==> config.mk <==
export PLATFORM = sky130hd
export DESIGN_NAME = block_hash_flat
export DESIGN_NICKNAME = d
export VERILOG_FILES = /design/src/rtl/block_hash_if.sv /design/src/rtl/block_hash.sv /design/src/flat_wrapper.sv
export SDC_FILE = /design/constraint.sdc
export NUM_CORES = 1
export LEC_CHECK = 0
export BUFFER_PORTS_ARGS = -buffer_cell sky130_fd_sc_hd__buf_2
export CORE_MARGIN = 5
export CORE_UTILIZATION = 45
export DETAILED_ROUTE_END_ITERATION = 8
export HOLD_SLACK_MARGIN = 0.03
export PLACE_DENSITY = 0.61
export RECOVER_POWER = 100
export SYNTH_ARGS = -nofsm -noshare
export SYNTH_HDL_FRONTEND = slang
export SYNTH_SLANG_ARGS = --single-unit
==> constraint.sdc <==
create_clock -name clk -period 4.55 [get_ports clk]
set_clock_uncertainty 0.15 [all_clocks]
set_input_delay 0.455 -clock clk [delete_from_list [all_inputs] [get_ports clk]]
set_output_delay 0.455 -clock clk [all_outputs]
set_load 0.1 [all_outputs]
==> src/rtl/block_hash_if.sv <==
// Message-stream and status bundle for the block hash engine.
// The master drives the command and message words; the slave returns ready, status and digest.
interface block_hash_if #(
  parameter int DATA_W = 32
);
  logic [1:0]        start;
  logic [DATA_W-1:0] data;
  logic              data_valid;
  logic              data_last;
  logic              data_ready;
  logic [2:0]        finished;
  logic [DATA_W-1:0] hash;

  modport master (
    output start, data, data_valid, data_last,
    input  data_ready, finished, hash
  );

  modport slave (
    input  start, data, data_valid, data_last,
    output data_ready, finished, hash
  );
endinterface

==> src/rtl/block_hash.sv <==
// Multi-word hash engine: buffers words into blocks, compresses each block into a
// rotating accumulator with an add/xor/sub/xnor round schedule, then folds in the length.
//
// state   | meaning
// S_IDLE  | after reset or abort; waits for begin command
// S_LOAD  | accepting message words into the block buffer
// S_COMP  | one round per buffered word, BLOCK_WORDS cycles
// S_FINAL | digest = accumulator ^ word count
// S_DONE  | digest and status held until the next begin command
module block_hash #(
  parameter int          DATA_W      = 32,
  parameter int          BLOCK_WORDS = 4,
  parameter logic [31:0] IV          = 32'h0123_4567,
  parameter int          ROT         = 5
) (
  input logic         clk,
  input logic         reset,
  block_hash_if.slave bus
);
  localparam int                IDX_W     = $clog2(BLOCK_WORDS);
  localparam logic [DATA_W-1:0] IV_W      = DATA_W'(IV);
  localparam logic [2:0]        FIN_IDLE  = 3'b000;
  localparam logic [2:0]        FIN_BUSY  = 3'b001;
  localparam logic [2:0]        FIN_DONE  = 3'b010;
  localparam logic [2:0]        FIN_ABORT = 3'b100;

  typedef enum logic [2:0] {S_IDLE, S_LOAD, S_COMP, S_FINAL, S_DONE} state_t;

  state_t            state, state_n;
  logic [DATA_W-1:0] acc, acc_n, total, hash_q, rot, w;
  logic [DATA_W-1:0] blk_buf [BLOCK_WORDS];
  logic [IDX_W-1:0]  wptr, idx;
  logic              last_q;
  logic [2:0]        fin_q;
  logic              start_cmd, abort_cmd, busy, accept, blk_end;

  assign bus.data_ready = (state == S_LOAD);
  assign bus.finished   = fin_q;
  assign bus.hash       = hash_q;

  always_comb begin
    start_cmd = (bus.start == 2'b01);
    abort_cmd = (bus.start == 2'b11);
    busy      = (state == S_LOAD) || (state == S_COMP) || (state == S_FINAL);
    accept    = (state == S_LOAD) && bus.data_valid && !abort_cmd;
    blk_end   = (idx == IDX_W'(BLOCK_WORDS - 1));
    rot       = (acc << ROT) | (acc >> (DATA_W - ROT));
    w         = blk_buf[idx];
    case (2'(idx))
      2'd0:    acc_n = rot + w;
      2'd1:    acc_n = rot ^ w;
      2'd2:    acc_n = rot - w;
      default: acc_n = rot ^ ~w;
    endcase
  end

  always_comb begin
    state_n = state;
    if (busy && abort_cmd) begin
      state_n = S_IDLE;
    end else begin
      case (state)
        S_IDLE, S_DONE: if (start_cmd) state_n = S_LOAD;
        S_LOAD: if (accept && (bus.data_last || wptr == IDX_W'(BLOCK_WORDS - 1))) state_n = S_COMP;
        S_COMP: if (blk_end) state_n = last_q ? S_FINAL : S_LOAD;
        S_FINAL: state_n = S_DONE;
        default: state_n = S_IDLE;
      endcase
    end
  end

  always_ff @(posedge clk or negedge reset) begin
    if (!reset) state <= S_IDLE;
    else        state <= state_n;
  end

  always_ff @(posedge clk or negedge reset) begin
    if (!reset) begin
      acc    <= IV_W;
      total  <= '0;
      hash_q <= '0;
      fin_q  <= FIN_IDLE;
      wptr   <= '0;
      idx    <= '0;
      last_q <= 1'b0;
      for (int i = 0; i < BLOCK_WORDS; i++) blk_buf[i] <= '0;
    end else if (busy && abort_cmd) begin
      fin_q  <= FIN_ABORT;
      hash_q <= '0;
    end else begin
      case (state)
        S_IDLE, S_DONE: begin
          if (start_cmd) begin
            acc    <= IV_W;
            total  <= '0;
            hash_q <= '0;
            fin_q  <= FIN_BUSY;
            wptr   <= '0;
            idx    <= '0;
            last_q <= 1'b0;
            for (int i = 0; i < BLOCK_WORDS; i++) blk_buf[i] <= '0;
          end
        end
        S_LOAD: begin
          if (accept) begin
            blk_buf[wptr] <= bus.data;
            wptr          <= wptr + IDX_W'(1);
            total         <= total + DATA_W'(1);
            last_q        <= bus.data_last;
          end
        end
        S_COMP: begin
          acc <= acc_n;
          idx <= idx + IDX_W'(1);
          // zero padding for a short final block relies on this clear
          if (blk_end) begin
            wptr <= '0;
            for (int i = 0; i < BLOCK_WORDS; i++) blk_buf[i] <= '0;
          end
        end
        S_FINAL: begin
          hash_q <= acc ^ total;
          fin_q  <= FIN_DONE;
        end
        default: ;
      endcase
    end
  end
endmodule

==> src/flat_wrapper.sv <==
// flat-port wrapper written by rule: the top's interface ports become plain ports
module block_hash_flat 
#(
  parameter int          DATA_W      = 32,
  parameter int          BLOCK_WORDS = 4,
  parameter logic [31:0] IV          = 32'h0123_4567,
  parameter int          ROT         = 5
)
  (clk, reset, bus_start, bus_data, bus_data_valid, bus_data_last, bus_data_ready, bus_finished, bus_hash);
  block_hash_if #(.DATA_W(DATA_W)) bus_i ();
  input logic clk;
  input logic reset;
  input wire logic [$bits(bus_i.start)-1:0] bus_start;
  input wire logic [$bits(bus_i.data)-1:0] bus_data;
  input wire logic [$bits(bus_i.data_valid)-1:0] bus_data_valid;
  input wire logic [$bits(bus_i.data_last)-1:0] bus_data_last;
  output wire logic [$bits(bus_i.data_ready)-1:0] bus_data_ready;
  output wire logic [$bits(bus_i.finished)-1:0] bus_finished;
  output wire logic [$bits(bus_i.hash)-1:0] bus_hash;
  assign bus_i.start = bus_start;
  assign bus_i.data = bus_data;
  assign bus_i.data_valid = bus_data_valid;
  assign bus_i.data_last = bus_data_last;
  assign bus_data_ready = bus_i.data_ready;
  assign bus_finished = bus_i.finished;
  assign bus_hash = bus_i.hash;
  block_hash #(.DATA_W(DATA_W), .BLOCK_WORDS(BLOCK_WORDS), .IV(IV), .ROT(ROT)) u_core (.clk(clk), .reset(reset), .bus(bus_i));
endmodule
==> summary.md, run 1 <==
| Metric | Value |
|---|---|
| EDFF count, synth | `0` |
| Cell Rows | `62` |
| Final Core Density | `55.1%` |
| Worst-Margin Slew | `2.95 ns` |
| Mapped cell area | `13100 sq um` |
| H-Tree Depth | `1` |
| CP Launch Type | `flip-flop` |
| Max incr delay on CP | `0.55 ns` |
| CP Max Fanout | `9` |
| Synth warn | `0` |
| Worst path cell trace | `buf_6, buf_12, mux4_2, buf_6, inv_2, a31oi_1, xnor2_1, ha_1, a21o_1, a21o_1, a221o_1, a41o_1, or3_4, a41oi_4, o211ai_1, o211ai_2, nand3_1, a32o_1` |
| Netlist cell types | `76` |
| Die height | `181 microns` |
| Share of cells above drive strength 1 | `21.5%` |
| Clock latency on the worst-skew pair | `0.54 ns` |
| Area grow syn2layout | `20.9%` |
| Tot GR Track Use | `21.0%` |
| CTS root buffer | `clkbuf_16` |
| First DRT Iteration DRCs | `788` |
| CTS buffer count | `27` |
| Initial antenna violation count | `0` |
| Min-delay worst type | `primary input to flip-flop` |
| Seq/Total Area, Yosys | `44.9%` |
| Max Slew Vio Count | `115` |
| Gr ovfl total | `0` |
| Sink Count | `between 200 and 250` |
| Initial Utilization | `45.6%` |
| Asr flop ratio synth | `between 90% and 100%` |
| Tmin final | `4.43 ns` |
| Final net count | `1451` |
| GP Congestion | `0.896` |
| Post-synth top area share | `42.5%` |
| Setup TNS | `0 ns` |
| CTS tree | `yes` |
| Busiest grt layer | `met2` |
| First-pass GRT wire length | `approximately 57000 microns` |
| WL/cell | `20.0 microns` |
| Maxcap violations | `1` |
| Worst hold margin | `0.0412 ns` |
| Unrepaired setup endpoints after global routing | `true` |
| Post-DP HPWL | `about 24000 microns` |
| Synth area leader | `dfrtp_1` |
| Number of global-route vias before repair | `10100` |
| Post-Synthesis Cells | `around 1200` |
| Final WL | `roughly 36000 microns` |
| WS Path Type | `flip-flop to flip-flop` |
| Slew headroom | `-96.6%` |
| Pin count of the biggest net entering global routing | `115` |
| Placed instance count | `1658` |
| Ys flop type | `dfrtp_1` |
| Count of final setup violators | `0` |
| CP Buf/Inv Count | `4` |
| Post-synthesis net count | `1285` |
| Commonest cells post-synth | `223 x dfrtp_1, 163 x a22o_1, 89 x xnor2_1, 85 x xor2_1, 83 x nor2_1` |
| M2 GR Usage | `33.7%` |
| FF+latch count, synth | `235` |
| Final Hold Fails | `0` |
| Count leader, synth | `dfrtp_1` |
| Worst Path Required | `4.82 ns` |
| I/O Buffers | `73` |
| Outcome | `finished, violations left` |
| Post-Syn Area per Cell | `roughly 11 sq um` |
| CP Data Arrival Time | `4.71 ns` |
| Die Width | `181 microns` |
| Vias per cell | `5.75` |
| Core area | `between 20000 and 30000 sq um` |
| CP Capture Type | `flip-flop` |
| Vias | `10200` |
| Fin crit share | `between 90% and 100%` |
| DR pass1 iterations | `5` |
| Ranking of synthesized cells by area | `dfrtp_1 43%, a22o_1 11%, xnor2_1 5.9%` |
| Violated checks | `capacitance limit, slew limit` |
| Max frequency | `226 MHz` |
| Non-filler cells, final | `1772` |
| Die area | `32700 sq um` |
| Worst-path clk slew | `about 0.060 ns` |
| I/O pins | `74` |
| Top delay family on crit path | `compound AO/OA/AOI/OAI gates` |
| Final ANT Viol Nets | `0` |
| Met3 GRT Util | `between 2 and 2.5%` |
| Residual DRC | `0` |
| ANT cells | `0` |
| Met1 Use GR | `31.3%` |
| Slowest-stage cell, CP | `mux4_2` |
| Longest Clk Path Bufs | `3` |
-- cell usage in the layout, fill, tap and decap left out, types with 10 or more instances in the layout --
| cell | netlist | final |
|---|---|---|
| ha_1 | 41 | 33 |
| mux4_2 | 32 | 32 |
| nand3_1 | 22 | 21 |
| xnor2_1 | 89 | 87 |
| a21o_1 | 12 | 12 |
| nor3_1 | 17 | 16 |
| xor2_1 | 85 | 85 |
| o21ai_0 | 45 | 40 |
| nor2b_1 | 12 | 12 |
| inv_1 | 29 | 28 |
| a22o_1 | 163 | 163 |
| dfstp_2 | 12 | 12 |
| nand2_1 | 57 | 55 |
| dfrtp_1 | 223 | 222 |
| o21ai_1 | 9 | 10 |
| clkbuf_1 | 62 | 44 |
| buf_4 | 0 | 90 |
| buf_2 | 3 | 38 |
| nor2_1 | 83 | 78 |
| a22oi_1 | 12 | 12 |
| a21oi_1 | 66 | 59 |
| clkbuf_16 | 0 | 28 |
| dlygate4sd3_1 | 0 | 28 |
-- what timing repair did --
item	4_1_cts	5_1_grt
gates cloned	0	1
buffers inserted	0	39
hold endpoints to repair	201	0
setup endpoints to repair	6	11
resized for setup	4	56
pin swaps	1	56
hold buffers	28	0
-- sequential cells by signal, indices dropped and copies added, names as in the netlist --
signal / flops
u_core.bus.finished: 3
u_core.total: 32
u_core.last_q: 1
u_core.idx: 2
u_core.bus.hash: 32
u_core.state: 3
u_core.wptr: 2
u_core.blk_buf: 128
u_core.acc: 32
-- through the flow --
step                instance area (sq um)  setup WS (ns)
finish                              15900          0.117
global route                        15900        -0.0763
CTS                                 15400        0.00732
detailed placement                  14200        -0.0795
global placement                    14200        -0.0107
floorplan                           13100         0.0538
-- cells by family (layout without fill, tap and decap cells) --
logic type	after synthesis	after routing	synth area share, %
AOI/OAI and AO/OA	368	368	20.6
and+or+nand+nor	250	250	9.82
DFF	235	235	44.9
xor gates and xnor gates	174	174	11.6
buffers and inverters	99	282	3.10
adders and majority gates	42	42	4.06
muxes	37	37	5.89
-- metal layers --
layer / share of wire [%] / vias to the layer above / wire, microns
li1: - / 4764 / -
met2: 47 / 249 / 16500
met5: 0 / - / 0
met1: 47 / 5133 / 16700
met3: 4.8 / 43 / 1700
met4: 1.7 / 0 / 593
-- final timing paths --
check                                        from                     end  slack [ns]  cells after the start
min in group asynchronous                   reset     u_core.bus.hash[22]        1.23                      2
hold / removal                       bus_data[25]      u_core.blk_buf[89]        0.04                      2
setup / recovery                    u_core.idx[0]          u_core.acc[28]        0.12                     18
hold reg to reg            u_core.bus.finished[1]  u_core.bus.finished[1]        0.33                      1
max in group asynchronous                   reset      u_core.blk_buf[77]        0.78                      3
setup reg to reg                    u_core.idx[0]          u_core.acc[28]        0.12                     18
-- cell type report --
cell class	count	area (sq um)
multi-input cells	871	7090
well taps	384	480
flip-flops and latches	235	5900
repair buffers	206	1440
clock buffers	39	781
fillers	2519	12900
clock inverters	7	56.3
inverters	30	115
-- worst register-to-register path, cell delays in order, from the launching register on --
cell	delay [ns]
dfrtp_2	0.45
buf_6	0.13
buf_12	0.12
mux4_2	0.55
buf_6	0.16
inv_2	0.06
a31oi_1	0.08
xnor2_1	0.14
ha_1	0.35
a21o_1	0.19
a21o_1	0.17
a221o_1	0.36
a41o_1	0.24
or3_4	0.36
a41oi_4	0.20
o211ai_1	0.12
o211ai_2	0.13
nand3_1	0.11
a32o_1	0.25
Power of run 1 is not shown: default switching activity piles up to over one toggle a cycle in this logic, so the estimate is an artifact.
==> run 2, diff against run 1 <==
--- a/config.mk
+++ b/config.mk
@@ -6,8 +6,8 @@
 export NUM_CORES = 1
 export LEC_CHECK = 0
 export BUFFER_PORTS_ARGS = -buffer_cell sky130_fd_sc_hd__buf_2
-export CORE_MARGIN = 5
 export CORE_UTILIZATION = 45
+export CTS_BUF_LIST = sky130_fd_sc_hd__clkbuf_16
 export DETAILED_ROUTE_END_ITERATION = 8
 export HOLD_SLACK_MARGIN = 0.03
 export PLACE_DENSITY = 0.61
==> summary.md, run 2 (same netlist as run 1, synthesis figures left out) <==
| Metric | Value |
|---|---|
| Outcome | `finished, violations left` |
| Violated checks | `capacitance limit, slew limit` |
| First-pass GRT wire length | `56100 microns (-0.95%)` |
| Vias | `10200 (-0.16%)` |
| Initial Utilization | `45.7% (+0.12 points)` |
| CP Max Fanout | `8 (-1)` |
| Max incr delay on CP | `0.54 ns (about the same)` |
| I/O pins | `74 (unchanged)` |
| Final worst slack | `0.106 ns (-0.0115 ns)` |
| Initial antenna violation count | `0 (unchanged)` |
| Slew headroom | `-112% (-15 points)` |
| Design Area, Final | `15700 sq um (-1.2%)` |
| Die height | `173 microns (-4.4%)` |
| Clock latency on the worst-skew pair | `0.55 ns (about the same)` |
| CTS root buffer | `clkbuf_16` |
| Area grow syn2layout | `19.5%` |
| Commonest non-fill, non-tap cells in the layout | `222 x dfrtp_1, 163 x a22o_1, 90 x buf_4` |
| Slowest-stage cell, CP | `mux4_2` |
| I/O Buffers | `73 (unchanged)` |
| Setup slack at placement | `0.0124 ns (+0.0919 ns)` |
| DR pass1 iterations | `5 (unchanged)` |
| Worst-Margin Slew | `3.18 ns (+0.227 ns)` |
| Die Width | `173 microns (-4.4%)` |
| CTS tree | `yes` |
| First DRT Iteration DRCs | `718 (-8.9%)` |
| Share of cells above drive strength 1 | `19.5% (-2.0 points)` |
| Fin crit share | `97.7% (+0.25 points)` |
| Biggest register | `u_core.blk_buf` |
| GP Congestion | `0.930 (+3.8%)` |
| CTS buffer count | `27 (unchanged)` |
| H-Tree Depth | `1 (unchanged)` |
| Die area | `29800 sq um (-8.7%)` |
| Final Hold Fails | `0 (unchanged)` |
| Worst path cell trace | `buf_12, buf_8, mux4_2, nor4_4, nand2_2, buf_6, nor3_4, buf_6, nor3b_4, buf_4, nor2_1, xnor2_1, ha_2, a21oi_1, nor2b_1, nor2_1, a21boi_0, o311ai_0, a21oi_1, a22o_1` |
| Maxcap violations | `2 (+1)` |
| WS Path Type | `flip-flop to flip-flop` |
| Pin count of the biggest net entering global routing | `126 (+9.6%)` |
| Final WL | `34900 microns (-1.7%)` |
| Cell Rows | `62 (unchanged)` |
| Post-DP HPWL | `23600 microns (-1.0%)` |
| Final net count | `1447 (-0.28%)` |
| CP Launch Type | `flip-flop` |
| ANT cells | `0 (unchanged)` |
| Max FFs per register | `128 (unchanged)` |
| Worst Path Required | `4.84 ns (+0.02 ns)` |
| Gr ovfl total | `0 (unchanged)` |
| Commonest non-fill, non-tap cell in the layout | `dfrtp_1` |
| Core area | `28700 sq um (-0.27%)` |
| Tot GR Track Use | `23.4% (+2.4 points)` |
| Setup TNS | `0 ns (unchanged)` |
| Vias per cell | `5.74 (-0.10%)` |
| Max frequency | `225 MHz (-0.26%)` |
| CP Capture Type | `flip-flop` |
| Worst-path clk slew | `0.06 ns (about the same)` |
| Longest Clk Path Bufs | `3 (unchanged)` |
| Number of global-route vias before repair | `10200 (+1.1%)` |
| Unrepaired setup endpoints after global routing | `true` |
| CP Data Arrival Time | `4.73 ns (+0.02 ns)` |
| Max Slew Vio Count | `159 (+38%)` |
| WL/cell | `19.7 microns (-1.6%)` |
| Min-delay worst type | `primary input to flip-flop` |
| Residual DRC | `0 (unchanged)` |
| Tmin final | `4.44 ns (+0.0115 ns)` |
| Sink Count | `235 (unchanged)` |
| Count of final setup violators | `0 (unchanged)` |
| Area after DPL | `14300 sq um (+0.70%)` |
| Final ANT Viol Nets | `0 (unchanged)` |
-- run 2: cell count changes in the layout (fill, tap and decap cells not counted), moves of 5 or more --
| cell | delta |
|---|---|
| inv_1 | +6 |
| clkbuf_8 | -6 |
| ha_1 | +6 |
| clkbuf_1 | -5 |
| clkinv_1 | +6 |
| ha_2 | -5 |
-- run 2: final timing paths --
| kind | slack (ns) | cells past startpoint | to | startpoint |
|---|---|---|---|---|
| max reg2reg | 0.11 | 20 | u_core.acc[30] | u_core.idx[0] |
| min | 0.04 | 2 | u_core.blk_buf[95] | bus_data[31] |
| max in group asynchronous | 0.74 | 3 | u_core.blk_buf[41] | reset |
| min reg2reg | 0.33 | 1 | u_core.bus.finished[1] | u_core.bus.finished[1] |
| max | 0.11 | 20 | u_core.acc[30] | u_core.idx[0] |
| min in group asynchronous | 1.35 | 2 | u_core.bus.hash[26] | reset |
-- run 2: per-stage QoR --
step / util [%] / std cells / hold slack (ns)
6_report: 54.6 / 1771 / 0.0409
4_1_cts: 53.8 / 1746 / 0.0313
3_5_place_dp: 50.0 / 1673 / 0.315
3_3_place_gp: 50.0 / 1673 / 0.308
2_1_floorplan: - / 1205 / 0.00941
5_1_grt: 54.6 / 1771 / 0.0406
-- run 2: timing repair --
item,in CTS,in global routing
setup endpoints to repair,1,11
endpoints found under the hold margin,189,0
gates resized for setup,0,26
hold buffers,24,0
buffers inserted,0,25
pin swaps,0,25
-- run 2: layer usage --
layer | GRT usage (%) | wire length (microns)
met5 | 0 | 0
met4 | 6.27 | 807
met3 | 3.17 | 1800
met1 | 33.7 | 16500
met2 | 37.4 | 15800
-- run 2: area by class of cell --
type | count | area [sq um]
clock buffers | 27 | 676
flip-flops and latches | 235 | 5900
clock inverters | 22 | 191
inverters | 30 | 113
well taps | 384 | 480
multi-input cells | 871 | 6930
fillers | 2559 | 13000
repair buffers | 202 | 1380
-- run 2: worst max-delay path, delay by kind of cell (launching register included) --
kind                     cells  cell delay (ns)
AND/OR/NAND/NOR              7             1.24
AO/OA/AOI/OAI                5             0.93
buffers and inverters        5             0.67
multiplexers                 1             0.54
flip-flops                   1             0.44
adder cells (fa/ha/maj)      1             0.21
XOR/XNOR                     1             0.14
Power of run 2 is left out for the same reason.
